===== src/rtl/snes_pad_tx_if.sv =====
// Signal bundle between the console/host side and the SNES joypad transmitter.
// The master modport is the console plus input mapper; the slave modport is the pad model.
interface snes_pad_tx_if;
    logic        joy_strb;
    logic        joy1_clk;
    logic        joy2_clk;
    logic        joy2_p6;
    logic [11:0] pad1_btn;
    logic [11:0] pad2_btn;
    logic [11:0] pad3_btn;
    logic [11:0] pad4_btn;
    logic [11:0] pad5_btn;
    logic [1:0]  joy1_di;
    logic [1:0]  joy2_di;

    modport master (
        output joy_strb, joy1_clk, joy2_clk, joy2_p6,
        output pad1_btn, pad2_btn, pad3_btn, pad4_btn, pad5_btn,
        input  joy1_di, joy2_di
    );

    modport slave (
        input  joy_strb, joy1_clk, joy2_clk, joy2_p6,
        input  pad1_btn, pad2_btn, pad3_btn, pad4_btn, pad5_btn,
        output joy1_di, joy2_di
    );
endinterface


===== src/rtl/snes_pad_tx.sv =====
// Controller-side SNES joypad serializer: answers strobe/clock with per-button serial data.
// Define SNES_PAD_MULTITAP_EN to turn port 2 into a 4-pad multitap (pads 2-5).
module snes_pad_tx (
    input  logic          mclk,
    input  logic          rst,
    snes_pad_tx_if.slave  bus
);

`ifdef SNES_PAD_MULTITAP_EN
    localparam int NCH = 5;
`else
    localparam int NCH = 2;
`endif

    logic [15:0]    r_sr  [NCH];
    logic [4:0]     r_cnt [NCH];
    logic [11:0]    w_btn [NCH];
    logic [NCH-1:0] w_shift;
    logic [NCH-1:0] w_bit;

    logic       r_strbPrev;
    logic       r_clk1Prev;
    logic       r_clk2Prev;
    logic [1:0] r_joy1Di;
    logic [1:0] r_joy2Di;

    logic w_load;
    logic w_rise1;
    logic w_rise2;

`ifdef SNES_PAD_MULTITAP_EN
    logic r_p6;
`else
    logic w_unused;
    assign w_unused = ^{bus.joy2_p6, bus.pad3_btn, bus.pad4_btn, bus.pad5_btn};
`endif

    // The cycle in which strobe falls still loads, so a simultaneous clock edge is swallowed.
    assign w_load  = bus.joy_strb | r_strbPrev;
    assign w_rise1 = bus.joy1_clk & ~r_clk1Prev & ~w_load;
    assign w_rise2 = bus.joy2_clk & ~r_clk2Prev & ~w_load;

    always_comb begin
        w_shift    = '0;
        w_btn[0]   = bus.pad1_btn;
        w_btn[1]   = bus.pad2_btn;
        w_shift[0] = w_rise1;
`ifdef SNES_PAD_MULTITAP_EN
        w_btn[2]   = bus.pad3_btn;
        w_btn[3]   = bus.pad4_btn;
        w_btn[4]   = bus.pad5_btn;
        w_shift[1] = w_rise2 & r_p6;
        w_shift[2] = w_rise2 & r_p6;
        w_shift[3] = w_rise2 & ~r_p6;
        w_shift[4] = w_rise2 & ~r_p6;
`else
        w_shift[1] = w_rise2;
`endif
    end

    always_comb begin
        w_bit = '0;
        for (int i = 0; i < NCH; i++) begin
            w_bit[i] = r_sr[i][0] | (r_cnt[i] == 5'd16);
        end
    end

    always_ff @(posedge mclk) begin
        if (rst) begin
            r_strbPrev <= 1'b0;
            r_clk1Prev <= 1'b0;
            r_clk2Prev <= 1'b0;
`ifdef SNES_PAD_MULTITAP_EN
            r_p6       <= 1'b0;
`endif
            for (int i = 0; i < NCH; i++) begin
                r_sr[i]  <= '0;
                r_cnt[i] <= '0;
            end
        end else begin
            r_strbPrev <= bus.joy_strb;
            r_clk1Prev <= bus.joy1_clk;
            r_clk2Prev <= bus.joy2_clk;
`ifdef SNES_PAD_MULTITAP_EN
            r_p6       <= bus.joy2_p6;
`endif
            // Ones shift in behind the data so reads past the end return 1.
            for (int i = 0; i < NCH; i++) begin
                if (w_load) begin
                    r_sr[i]  <= {4'b0000, w_btn[i]};
                    r_cnt[i] <= 5'd0;
                end else if (w_shift[i]) begin
                    r_sr[i]  <= {1'b1, r_sr[i][15:1]};
                    r_cnt[i] <= (r_cnt[i] == 5'd16) ? 5'd16 : r_cnt[i] + 5'd1;
                end
            end
        end
    end

    always_ff @(posedge mclk) begin
        if (rst) begin
            r_joy1Di <= 2'b00;
            r_joy2Di <= 2'b00;
        end else begin
            r_joy1Di <= {1'b0, w_bit[0]};
`ifdef SNES_PAD_MULTITAP_EN
            // Line 1 high during strobe is the multitap presence signature.
            if (r_p6) begin
                r_joy2Di <= {bus.joy_strb | w_bit[2], w_bit[1]};
            end else begin
                r_joy2Di <= {bus.joy_strb | w_bit[4], w_bit[3]};
            end
`else
            r_joy2Di <= {1'b0, w_bit[1]};
`endif
        end
    end

    assign bus.joy1_di = r_joy1Di;
    assign bus.joy2_di = r_joy2Di;

endmodule

===== src/flat_wrapper.sv =====
// flat-port wrapper written by rule: the top's interface ports become plain ports
module snes_pad_tx_flat 
  (mclk, rst, bus_joy_strb, bus_joy1_clk, bus_joy2_clk, bus_joy2_p6, bus_pad1_btn, bus_pad2_btn, bus_pad3_btn, bus_pad4_btn, bus_pad5_btn, bus_joy1_di, bus_joy2_di);
  snes_pad_tx_if bus_i ();
  input  logic mclk;
  input  logic rst;
  input wire logic [$bits(bus_i.joy_strb)-1:0] bus_joy_strb;
  input wire logic [$bits(bus_i.joy1_clk)-1:0] bus_joy1_clk;
  input wire logic [$bits(bus_i.joy2_clk)-1:0] bus_joy2_clk;
  input wire logic [$bits(bus_i.joy2_p6)-1:0] bus_joy2_p6;
  input wire logic [$bits(bus_i.pad1_btn)-1:0] bus_pad1_btn;
  input wire logic [$bits(bus_i.pad2_btn)-1:0] bus_pad2_btn;
  input wire logic [$bits(bus_i.pad3_btn)-1:0] bus_pad3_btn;
  input wire logic [$bits(bus_i.pad4_btn)-1:0] bus_pad4_btn;
  input wire logic [$bits(bus_i.pad5_btn)-1:0] bus_pad5_btn;
  output wire logic [$bits(bus_i.joy1_di)-1:0] bus_joy1_di;
  output wire logic [$bits(bus_i.joy2_di)-1:0] bus_joy2_di;
  assign bus_i.joy_strb = bus_joy_strb;
  assign bus_i.joy1_clk = bus_joy1_clk;
  assign bus_i.joy2_clk = bus_joy2_clk;
  assign bus_i.joy2_p6 = bus_joy2_p6;
  assign bus_i.pad1_btn = bus_pad1_btn;
  assign bus_i.pad2_btn = bus_pad2_btn;
  assign bus_i.pad3_btn = bus_pad3_btn;
  assign bus_i.pad4_btn = bus_pad4_btn;
  assign bus_i.pad5_btn = bus_pad5_btn;
  assign bus_joy1_di = bus_i.joy1_di;
  assign bus_joy2_di = bus_i.joy2_di;
  snes_pad_tx u_core (.mclk(mclk), .rst(rst), .bus(bus_i));
endmodule

===== config.mk =====
export PLATFORM = sky130hd
export DESIGN_NAME = snes_pad_tx_flat
export DESIGN_NICKNAME = d
export VERILOG_FILES = /design/src/rtl/snes_pad_tx_if.sv /design/src/rtl/snes_pad_tx.sv /design/src/flat_wrapper.sv
export SDC_FILE = /design/constraint.sdc
export NUM_CORES = 1
export LEC_CHECK = 0
export CORE_AREA = 2 2 64 66
export CTS_BUF_LIST = sky130_fd_sc_hd__clkbuf_8 sky130_fd_sc_hd__clkbuf_16
export CTS_CLUSTER_SIZE = 14
export DETAILED_ROUTE_END_ITERATION = 12
export DIE_AREA = 0 0 66 68
export DONT_BUFFER_PORTS = 1
export GPL_TIMING_DRIVEN = 1
export PLACE_DENSITY = 0.71
export SYNTH_ARGS = -nofsm -noshare
export SYNTH_HDL_FRONTEND = slang
export SYNTH_SLANG_ARGS = --single-unit

===== constraint.sdc =====
create_clock -name mclk -period 1.47 [get_ports mclk]
set_input_delay 0.2205 -clock mclk [delete_from_list [all_inputs] [get_ports mclk]]
set_output_delay 0.2205 -clock mclk [all_outputs]
set_load 0.005 [all_outputs]

==> impl_metrics.tcl <==
set metrics [dict create \
    die-area_um2 4490 \
    finClkSkew_ns 0.00740 \
    hold_depth 3 \
    worstMarginPinSlew_ns 0.536 \
    cts_buffers 5 \
    io_buffers 0 \
    endpoint_kind "flip-flop" \
    synth_cell_type_count 28 \
    seqCellArea_um2 1350 \
    required_ns 1.52 \
    path_max_fanout 3 \
    worst-setup-path-type "flip-flop to flip-flop" \
    htree_levels 2 \
    outcome "finished clean" \
    grt_max_degree 25 \
    r2r_setup_slack_ns 0.07 \
    first_pass_iters 4 \
    syn_area_per_cell_um2 14.5 \
    r2r_cells 5 \
    post-route-period-util_pct 95.0 \
    setup_viol 0 \
    grt_pass1_wl_um 5200 \
    preCtsSetupSlack_ns -0.0398 \
    ant_nets 0 \
    cp_cell_sequence "inv_1 > ha_1 > nor4bb_4 > buf_4 > nor3b_1" \
    clockRootBuffer "clkbuf_8" \
    area_growth_pct 13.4 \
    startpoint_type "flip-flop" \
    antenna_found_initial 0 \
    grt_pass1_vias 1105 \
    cellLeakagePower_nw 0.927 \
    ys_warn_count 0 \
    multiInputGateArea_um2 628 \
    hold_path.class "primary input to flip-flop" \
    min_period_ns 1.40 \
    fmax_mhz 716 \
    r2r_end "u_core.r_cnt[0][1]" \
    synth-seq-cells 47 \
    p_per_area_nw_per_um2 1090 \
    crit_arrival_ns 1.44 \
    drc 0 \
    avgViaCountPerCell 5.35 \
    nNetsFinal 227 \
    dr_wl_met2_um 1630 \
    drt-met1-wl_um 1480 \
    max-slew-margin-rel_pct 64.2 \
    max-cap-violations 0 \
    clock_sinks 47 \
    wirelength_um 3260 \
    synth_area_um2 2010 \
    slowest_stage "edfxtp_1" \
    design_area_um2 2280 \
    avgRoutedWirePerCell_um 15.6 \
    fillers 317 \
    min-delay-start "bus_joy_strb" \
    min_to "u_core.r_sr[1][15]" \
    gp_routability_congestion 0.695 \
    irDropWorstVdd_v 0.000715 \
    dpl_cell_area_um2 2110 \
    cp_slowest_stage_delay_ns 0.41 \
    initial_utilization_pct 52.2 \
    syn_inst 139 \
    instances_no_fill 208 \
    gr-total-overflow 0 \
    core_um2 3860 \
    die_x_um 66 \
    r2r_start "u_core.r_cnt[0][1]" \
    io_pins 70 \
    top_layer_used "met4" \
    whs_ns 0.122 \
    ys_seq_area_share_pct 67.1 \
    clk_latency_ns 0.29 \
    finalMaxSlewViolations 0 \
    wl_met3_um 125 \
    num_vias 1112 \
    hold_violations 0 \
    globalRouteTotalUtil_pct 15.8 \
    dp.cells 192 \
    post-dp-hpwl_um 2110 \
    clkTransAtPathRegs_ns 0.08 \
    diodes 0 \
    die_h_um 68 \
    num_rows 23 \
    cts_tree "done" \
    clockBufferDepth 2 \
    final_layout_size_suffix_gt1_share_pct 17.1 \
    setup_ws_ns 0.0739 \
    drtIter0Drc 34 \
]
==> routing by layer <==
metal | vias up | global-route usage (%)
li1 | 551 | -
met1 | 537 | 21.6
met2 | 22 | 24.1
met3 | 2 | 5.10
met4 | 0 | 5.36
met5 | - | 0
==> sequential cells by signal, indices dropped and copies added (netlist names) <==
signal / cells
u_core.r_clk2Prev: 1
u_core.r_clk1Prev: 1
u_core.bus.joy1_di: 1
u_core.r_sr: 32
u_core.bus.joy2_di: 1
u_core.r_cnt: 10
u_core.r_strbPrev: 1
==> cells by family (layout without fill, tap and decap cells) <==
| group | Yosys count | in the layout | share of synthesized area (%) |
|---|---|---|---|
| buffers and inverters | 11 | 29 | 3.29 |
| AND/OR/NAND/NOR | 44 | 44 | 13.7 |
| AO/OA/AOI/OAI | 28 | 28 | 11.4 |
| flip-flops | 47 | 47 | 67.1 |
| other | 1 | 2 | 0.186 |
| adder cells (fa/ha/maj) | 4 | 4 | 2.49 |
| XOR/XNOR | 4 | 4 | 1.74 |
==> repair_timing <==
| item | CTS | global route |
|---|---|---|
| hold buffers | 3 | 0 |
| endpoints found under the setup margin | 24 | 45 |
| hold endpoints to repair | 5 | 0 |
| resized for setup | 1 | 4 |
| setup buffers | 0 | 5 |
| pin swaps | 0 | 2 |
==> synthesized netlist by cell type <==
cell type  instances  share of area [%]
nor2b_2            1               0.44
conb_1             1               0.19
inv_2              1               0.19
and2_1             6                1.9
nor4bb_1           2               0.99
ha_1               4                2.5
nor3_1             2               0.50
buf_2              2               0.50
nand2b_1           3               0.93
nor2b_1            4                1.2
o21ai_0            2               0.50
nor3b_1            2               0.75
buf_4              2               0.75
nor2_2             1               0.31
xor2_1             4                1.7
nand2_1            6                1.1
nand3b_4           1               0.99
inv_1              4               0.75
edfxtp_1          41                 61
nor2_1             9                1.7
nor3_2             1               0.50
nand3b_1           1               0.37
a21oi_1            2               0.50
a22o_1            24                 10
dfxtp_1            6                6.0
buf_6              2                1.1
nor4_4             1                1.1
nand3_1            4               0.99
==> report_power, final <==
| group | switching [mW] | total (mW) | internal [mW] |
|---|---|---|---|
| sequential | 0.0434 | 1.59 | 1.55 |
| clock | 0.402 | 0.720 | 0.318 |
| combinational | 0.0895 | 0.185 | 0.0952 |
| total | 0.535 | 2.50 | 1.96 |
==> metrics by stage <==
step	utilization [%]	power (mW)	setup TNS (ns)
floorplan	-	1.73	0
global placement	54.6	1.77	0
detailed placement	54.6	1.78	-0.255
CTS	57.6	2.50	0
global route	59.2	2.59	-0.00740
finish	59.2	2.50	0
==> critical path, delay by kind of cell, from the launching register on <==
family,cells,cell delay [ns]
adders and majority gates,1,0.17
buffers and inverters,2,0.24
and+or+nand+nor,2,0.33
DFF,1,0.41
==> final cells by class <==
cell class,instances,share of cell area (%)
Sequential cell,47,59.2
Inverter,5,0.822
Timing Repair Buffer,16,6.25
Clock inverter,3,0.493
Tap cell,50,2.74
Clock buffer,5,3.01
Multi-Input combinational cell,82,27.5
==> cell usage in the layout (no fill, tap or decap), types with 3 or more instances in the layout <==
cell      netlist  layout
inv_1           4       7
edfxtp_1       41      41
clkbuf_8        0       5
xor2_1          4       4
nor2b_1         4       4
buf_4           2      12
nand3_1         4       4
dfxtp_1         6       6
nand2_1         6       5
nand2b_1        3       3
ha_1            4       4
nor2_1          9       9
and2_1          6       6
a22o_1         24      24
==> worst max-delay path by stage <==
stage / from / end / slack (ns)
floorplan: u_core.r_cnt[1][0] / u_core.r_cnt[1][1] / 0.10
global route: u_core.r_strbPrev / u_core.r_cnt[1][3] / -0.007
detailed placement: u_core.r_strbPrev / u_core.r_sr[0][9] / -0.04
global placement: u_core.r_strbPrev / u_core.r_sr[0][10] / 0.02
finish: u_core.r_cnt[0][1] / u_core.r_cnt[0][1] / 0.07
CTS: u_core.r_strbPrev / u_core.r_sr[1][1] / 0.003
Power figures use the tool's default switching activity.
